===== src/rtl/mem_stage.sv =====
// -----------------------------------------------------------------------------
// mem_stage: memory-access stage downstream of the ALU.
//
// Registers the ALU result and store data, then performs a load/store on a
// req/ack data-memory port. Byte/halfword accesses are steered onto
// little-endian lanes. Loads are sign- or zero-extended. Every instruction
// retires with a one-cycle wb_valid_o pulse. ex_ready_o is low while a memory
// access is outstanding.
//
// Configuration macro: MEM_MISALIGN_TRAP_EN
//   defined   : adds exc_misalign_o. Misaligned ops issue no request and
//               retire next cycle with exc_misalign_o=1 and the faulting
//               address on wb_data_o.
//   undefined : misaligned ops are force-aligned and proceed normally.
//
// Ports
//   clk_i, rst_ni            clock, synchronous active-low reset
//   ex_valid_i/ex_ready_o    execute-stage handshake
//   ex_result_i              ALU result (address or passthrough data)
//   ex_store_data_i          store data
//   ex_mem_op_i              0 NONE,1 LB,2 LBU,3 LH,4 LHU,5 LW,6 SB,7 SH,8 SW
//   ex_rd_i, ex_reg_write_i  destination register and its write qualifier
//   dmem_req_o .. dmem_be_o  memory request, held until dmem_ack_i
//   dmem_ack_i, dmem_rdata_i memory completion and read data
//   wb_valid_o .. wb_reg_write_o  writeback pulse and payload
//   exc_misalign_o           misalignment trap flag (MEM_MISALIGN_TRAP_EN only)
// -----------------------------------------------------------------------------
module mem_stage #(
   parameter int unsigned WORD_SIZE = 32,
   parameter int unsigned ADDR_SIZE = 32
) (
   input  logic                 clk_i,
   input  logic                 rst_ni,
   input  logic                 ex_valid_i,
   output logic                 ex_ready_o,
   input  logic [WORD_SIZE-1:0] ex_result_i,
   input  logic [WORD_SIZE-1:0] ex_store_data_i,
   input  logic [3:0]           ex_mem_op_i,
   input  logic [4:0]           ex_rd_i,
   input  logic                 ex_reg_write_i,
   output logic                 dmem_req_o,
   output logic                 dmem_we_o,
   output logic [ADDR_SIZE-1:0] dmem_addr_o,
   output logic [31:0]          dmem_wdata_o,
   output logic [3:0]           dmem_be_o,
   input  logic                 dmem_ack_i,
   input  logic [31:0]          dmem_rdata_i,
   output logic                 wb_valid_o,
   output logic [WORD_SIZE-1:0] wb_data_o,
   output logic [4:0]           wb_rd_o,
`ifdef MEM_MISALIGN_TRAP_EN
   output logic                 wb_reg_write_o,
   output logic                 exc_misalign_o
`else
   output logic                 wb_reg_write_o
`endif
);

   if (WORD_SIZE != 32) begin : gen_bad_word
      $error("mem_stage: only WORD_SIZE == 32 is supported");
   end
   if (ADDR_SIZE < 3 || ADDR_SIZE > WORD_SIZE) begin : gen_bad_addr
      $error("mem_stage: ADDR_SIZE must be in 3..WORD_SIZE");
   end

   localparam logic [3:0] OpLb  = 4'd1;
   localparam logic [3:0] OpLbu = 4'd2;
   localparam logic [3:0] OpLh  = 4'd3;
   localparam logic [3:0] OpLhu = 4'd4;
   localparam logic [3:0] OpLw  = 4'd5;
   localparam logic [3:0] OpSb  = 4'd6;
   localparam logic [3:0] OpSh  = 4'd7;
   localparam logic [3:0] OpSw  = 4'd8;

   typedef enum logic [0:0] {StIdle, StReq} state_e;

   state_e                 state_q, state_d;
   logic                   req_q, req_d;
   logic                   we_q, we_d;
   logic [ADDR_SIZE-1:0]   addr_q, addr_d;
   logic [31:0]            wdata_q, wdata_d;
   logic [3:0]             be_q, be_d;
   logic [3:0]             op_q, op_d;
   logic [1:0]             off_q, off_d;
   logic [4:0]             rd_q, rd_d;
   logic                   rw_q, rw_d;
   logic                   wb_valid_q, wb_valid_d;
   logic [WORD_SIZE-1:0]   wb_data_q, wb_data_d;
   logic [4:0]             wb_rd_q, wb_rd_d;
   logic                   wb_rw_q, wb_rw_d;
   logic                   exc_q, exc_d;

   logic       is_load, is_store, is_mem, trap;
   logic [1:0] lane_off;
   logic [3:0] st_be;
   logic [31:0] st_wdata;
   logic [7:0]  ld_byte;
   logic [15:0] ld_half;
   logic [31:0] ld_data;

   assign is_load  = (ex_mem_op_i >= OpLb) && (ex_mem_op_i <= OpLw);
   assign is_store = (ex_mem_op_i >= OpSb) && (ex_mem_op_i <= OpSw);
   assign is_mem   = is_load | is_store;

`ifdef MEM_MISALIGN_TRAP_EN
   logic misalign;
   always_comb begin
      unique case (ex_mem_op_i)
         OpLh, OpLhu, OpSh: misalign = ex_result_i[0];
         OpLw, OpSw:        misalign = (ex_result_i[1:0] != 2'b00);
         default:           misalign = 1'b0;
      endcase
   end
   assign trap = is_mem & misalign;
`else
   assign trap = 1'b0;
`endif

   // Lane offset with the force-align rule built in: halves drop addr[0],
   // words drop both low bits.
   always_comb begin
      unique case (ex_mem_op_i)
         OpLb, OpLbu, OpSb: lane_off = ex_result_i[1:0];
         OpLh, OpLhu, OpSh: lane_off = {ex_result_i[1], 1'b0};
         default:           lane_off = 2'b00;
      endcase
   end

   always_comb begin
      unique case (ex_mem_op_i)
         OpSb: begin
            st_be    = 4'b0001 << lane_off;
            st_wdata = {4{ex_store_data_i[7:0]}};
         end
         OpSh: begin
            st_be    = lane_off[1] ? 4'b1100 : 4'b0011;
            st_wdata = {2{ex_store_data_i[15:0]}};
         end
         OpSw: begin
            st_be    = 4'b1111;
            st_wdata = ex_store_data_i[31:0];
         end
         default: begin
            st_be    = 4'b1111;
            st_wdata = 32'd0;
         end
      endcase
   end

   assign ld_byte = dmem_rdata_i[{off_q, 3'b000} +: 8];
   assign ld_half = off_q[1] ? dmem_rdata_i[31:16] : dmem_rdata_i[15:0];

   always_comb begin
      unique case (op_q)
         OpLb:    ld_data = {{24{ld_byte[7]}}, ld_byte};
         OpLbu:   ld_data = {24'd0, ld_byte};
         OpLh:    ld_data = {{16{ld_half[15]}}, ld_half};
         OpLhu:   ld_data = {16'd0, ld_half};
         default: ld_data = dmem_rdata_i;
      endcase
   end

   always_comb begin
      state_d    = state_q;
      req_d      = req_q;
      we_d       = we_q;
      addr_d     = addr_q;
      wdata_d    = wdata_q;
      be_d       = be_q;
      op_d       = op_q;
      off_d      = off_q;
      rd_d       = rd_q;
      rw_d       = rw_q;
      wb_valid_d = 1'b0;
      wb_data_d  = wb_data_q;
      wb_rd_d    = wb_rd_q;
      wb_rw_d    = wb_rw_q;
      exc_d      = 1'b0;
      unique case (state_q)
         StIdle: begin
            if (ex_valid_i) begin
               if (trap) begin
                  wb_valid_d = 1'b1;
                  exc_d      = 1'b1;
                  wb_data_d  = ex_result_i;
                  wb_rd_d    = ex_rd_i;
                  wb_rw_d    = 1'b0;
               end else if (is_mem) begin
                  state_d = StReq;
                  req_d   = 1'b1;
                  we_d    = is_store;
                  addr_d  = {ex_result_i[ADDR_SIZE-1:2], 2'b00};
                  wdata_d = st_wdata;
                  be_d    = st_be;
                  op_d    = ex_mem_op_i;
                  off_d   = lane_off;
                  rd_d    = ex_rd_i;
                  rw_d    = ex_reg_write_i;
               end else begin
                  // NONE and undefined opcodes pass the ALU result through.
                  wb_valid_d = 1'b1;
                  wb_data_d  = ex_result_i;
                  wb_rd_d    = ex_rd_i;
                  wb_rw_d    = ex_reg_write_i;
               end
            end
         end
         StReq: begin
            if (dmem_ack_i) begin
               state_d    = StIdle;
               req_d      = 1'b0;
               wb_valid_d = 1'b1;
               wb_rd_d    = rd_q;
               if (we_q) begin
                  wb_data_d = '0;
                  wb_rw_d   = 1'b0;
               end else begin
                  wb_data_d = ld_data;
                  wb_rw_d   = rw_q;
               end
            end
         end
         default: state_d = StIdle;
      endcase
   end

   always_ff @(posedge clk_i) begin
      if (!rst_ni) begin
         state_q    <= StIdle;
         req_q      <= 1'b0;
         we_q       <= 1'b0;
         addr_q     <= '0;
         wdata_q    <= '0;
         be_q       <= '0;
         op_q       <= '0;
         off_q      <= '0;
         rd_q       <= '0;
         rw_q       <= 1'b0;
         wb_valid_q <= 1'b0;
         wb_data_q  <= '0;
         wb_rd_q    <= '0;
         wb_rw_q    <= 1'b0;
         exc_q      <= 1'b0;
      end else begin
         state_q    <= state_d;
         req_q      <= req_d;
         we_q       <= we_d;
         addr_q     <= addr_d;
         wdata_q    <= wdata_d;
         be_q       <= be_d;
         op_q       <= op_d;
         off_q      <= off_d;
         rd_q       <= rd_d;
         rw_q       <= rw_d;
         wb_valid_q <= wb_valid_d;
         wb_data_q  <= wb_data_d;
         wb_rd_q    <= wb_rd_d;
         wb_rw_q    <= wb_rw_d;
         exc_q      <= exc_d;
      end
   end

`ifndef SYNTHESIS
   always_ff @(posedge clk_i) begin
      if (rst_ni && ex_valid_i && (state_q == StIdle) && (ex_mem_op_i > OpSw)) begin
         $warning("mem_stage: undefined ex_mem_op %0d treated as NONE", ex_mem_op_i);
      end
   end
`endif

   assign ex_ready_o     = (state_q == StIdle);
   assign dmem_req_o     = req_q;
   assign dmem_we_o      = we_q;
   assign dmem_addr_o    = addr_q;
   assign dmem_wdata_o   = wdata_q;
   assign dmem_be_o      = be_q;
   assign wb_valid_o     = wb_valid_q;
   assign wb_data_o      = wb_data_q;
   assign wb_rd_o        = wb_rd_q;
   assign wb_reg_write_o = wb_rw_q;
`ifdef MEM_MISALIGN_TRAP_EN
   assign exc_misalign_o = exc_q;
`else
   // exc_q is constant zero in this build; keep it referenced.
   logic unused_exc;
   assign unused_exc = exc_q;
`endif

endmodule


===== config.mk =====
export PLATFORM = sky130hd
export DESIGN_NAME = mem_stage
export DESIGN_NICKNAME = d
export VERILOG_FILES = /design/src/rtl/mem_stage.sv
export SDC_FILE = /design/constraint.sdc
export NUM_CORES = 1
export LEC_CHECK = 0
export ABC_AREA = 1
export CAP_MARGIN = 25
export CORE_AREA = 2 2 126 128
export CTS_BUF_LIST = sky130_fd_sc_hd__clkbuf_8
export CTS_CLUSTER_SIZE = 25
export DETAILED_ROUTE_END_ITERATION = 8
export DIE_AREA = 0 0 128 130
export PLACE_DENSITY_LB_ADDON = 0.15
export SYNTH_ARGS = -nofsm -noshare
export SYNTH_HDL_FRONTEND = slang
export SYNTH_SLANG_ARGS = --single-unit

===== constraint.sdc =====
create_clock -name clk_i -period 1.49 [get_ports clk_i]
set_clock_uncertainty 0.15 [all_clocks]
set_input_delay 0.298 -clock clk_i [delete_from_list [all_inputs] [get_ports clk_i]]
set_output_delay 0.298 -clock clk_i [all_outputs]
set_load 0.1 [all_outputs]

==> run summary <==
Status - finished, violations left
Failing checks - negative setup slack
First-pass GRT wire length - 37900 µm
TritonRoute pass-1 iters - 5
P per Cell Area - 921 nW/µm²
Final wirelength - 28300 µm
Setup crit start kind - register
Overall power - 11.6 mW
Top cell type's share of synthesized area - 38.1%
Post-CTS Hold Fix Bufs - 0
Synth Cell Area - 6300 µm²
Final Critical Period - 1.72 ns
Vias in the first global route - 7226
CTS Sinks - 120
Most common cell in the synthesized netlist - nand2_1
Num rows - 46
Cells after Synth - 978
DP Worst Slack - -0.653 ns
Yosys reg bits - 120
Dpl cells - 1393
Core ar. - 15400 µm²
Sequential share of the synthesized area - 38.1%
Final period util - 116%
Clock Pin Slew Worst Setup and Hold Paths - 0.08 ns
GPL Wtd Cong - 0.899
Leakage - 5.60 nW
Remaining antenna violation count - 0
I/O Pins - 220
Layout Cells excl Fill - 1471
IO buf count - 217
Post-layout util - 81.6%
H-tree depth - 4
Hold slack - 0.0759 ns
Final worst slack - -0.232 ns
Crit end category - register
Setup crit start - state_q
Antenna violations before repair - 0
Gr usage total - 29.3%
Initial DRC count - 783
DR WL/cell - 19.3 µm
Hold crit path type - in2reg
Setup Viol. Count Final - 117
MaxCap Viol Count - 0
Peak Freq - 0.581 GHz
Commonest cells in the netlist - nand2_1, dfxtp_1, a21oi_1, nor2_1, inv_1
Number of distinct library cells after synthesis - 29
Post-synth top flop - dfxtp_1
Largest net degree at the start of global routing - 45
Antenna Cells - 0
RR Startpoint - state_q
Required time of the critical path - 1.72 ns
Area contributors post-synth - dfxtp_1, nand2_1, a21oi_1
HP Start - rst_ni
Synthesized area per cell - 6.45 µm²
EDFF count, synth - 0
NumNets Final - 1376
CP Max Fanout - 6
CTS max path bufs - 2
Routed via count - 8015
Worst relative slew slack - 61.6%
Kind of critical path - reg2reg
Worst skew pair latency - 0.46 ns
Total CTS buffers - 17
Least-Margin Pin Slew - 0.570 ns
Synth warn - 0
Peak supply drop - 921 µV
CTS tree - done
Die X - 128 µm
Area leader, netlist - dfxtp_1
Fraction of registers with async set/reset - 0%
Drc violations - 0
Hold Fails Final Rpt - 0
Critical Path AT - 1.96 ns
Starting Density - 40.9%
Total grt overflow - 0
Root buf cell - clkbuf_8
RSZ-0062 raised after global routing - yes
Vias/cell - 5.45
DPL Wire Length - 15400 µm
Die height - 130 µm
Die ar. - 16600 µm²
Max Slew Vio Count - 0
Layout cells sized above 1 - 43.9%
Syn-to-layout area delta - 99.7%
[per-layer routing]
layer  track usage [%]  share of wire (%)
met1              37.6                 39
met3              5.95                8.1
met5                 0                  0
met4              10.3                3.6
met2              49.3                 50
[cell usage in the layout, fill, tap and decap left out, types with 4 or more instances in the layout]
cell / n
dfxtp_2: 82
clkinv_2: 5
nand2_2: 32
clkbuf_8: 20
a21oi_2: 67
o21ai_0: 25
o21ai_1: 29
a21boi_1: 8
a21oi_1: 42
inv_2: 6
dfxtp_1: 18
buf_16: 9
clkbuf_16: 9
and2_1: 8
buf_6: 15
dlygate4sd2_1: 4
nor2_2: 8
o21ai_2: 27
clkdlybuf4s50_1: 104
buf_8: 7
nor2_1: 72
nand3b_1: 32
nor2_4: 4
buf_4: 45
dfxtp_4: 20
nand2_1: 246
buf_12: 136
nand2_4: 32
a21boi_2: 10
inv_1: 76
nand3_1: 43
[critical path: stages, from the launching register on]
cell and delay (ns):
dfxtp_4 0.35, buf_6 0.12, nor2_4 0.09, buf_6 0.11
nand4_4 0.07, buf_12 0.17, clkbuf_16 0.16, buf_6 0.12
nand3b_1 0.10, nand2_1 0.06, a21oi_1 0.14
[registers in the layout, indices dropped and copies added, names as in the netlist]
register,cells
dmem_addr_o,30
dmem_be_o,4
dmem_req_o,1
dmem_wdata_o,32
dmem_we_o,1
off_q,2
op_q,4
rd_q,5
rw_q,1
state_q,1
wb_data_o,32
wb_rd_o,5
wb_reg_write_o,1
wb_valid_o,1
[cell families (layout without fill, tap and decap cells)]
| group | count (synthesis) | count (layout) | share of synthesized area [%] |
|---|---|---|---|
| other | 1 | 2 | 0.0595 |
| buffers and inverters | 151 | 451 | 10.8 |
| and+or+nand+nor | 489 | 489 | 32.9 |
| DFF | 120 | 120 | 38.1 |
| AOI/OAI and AO/OA | 217 | 217 | 18.1 |
[power by group]
group / switching [mW] / internal, mW / total (mW)
logic: 2.93 / 2.05 / 4.97
registers: 0.249 / 3.44 / 3.69
clock network: 1.49 / 1.44 / 2.94
total: 4.67 / 6.93 / 11.6
[final cells by class]
| type | count | area, µm² |
|---|---|---|
| Clock inverter | 12 | 100 |
| Multi-Input combinational cell | 708 | 4110 |
| Sequential cell | 120 | 2580 |
| Clock buffer | 20 | 275 |
| Tap cell | 192 | 240 |
| Timing Repair inverter | 1 | 16.3 |
| Timing Repair Buffer | 331 | 4920 |
| Inverter | 87 | 349 |
| Fill cell | 918 | 2830 |
[final timing paths]
check                     end  slack [ns]  depth (start not counted)
max             wb_data_o[18]       -0.23                         10
min                   rd_q[4]        0.08                          3
max reg2reg     wb_data_o[18]       -0.23                         10
min reg2reg  dmem_wdata_o[13]        0.34                          2
[stage by stage]
stage	TNS, ns	area, µm²
finish	-12.04	12600
global route	-19.03	12600
CTS	-11.65	11600
detailed placement	-64.44	10200
global placement	-59.65	10200
floorplan	-0.0228	6330
[timing repair]
item | 4_1_cts | 5_1_grt
pin swaps | 14 | 51
gates cloned | 18 | 9
gates resized for setup | 201 | 293
setup buffers | 22 | 9
setup endpoints to repair | 185 | 155
No activity file was read; power rests on OpenSTA's default activity.
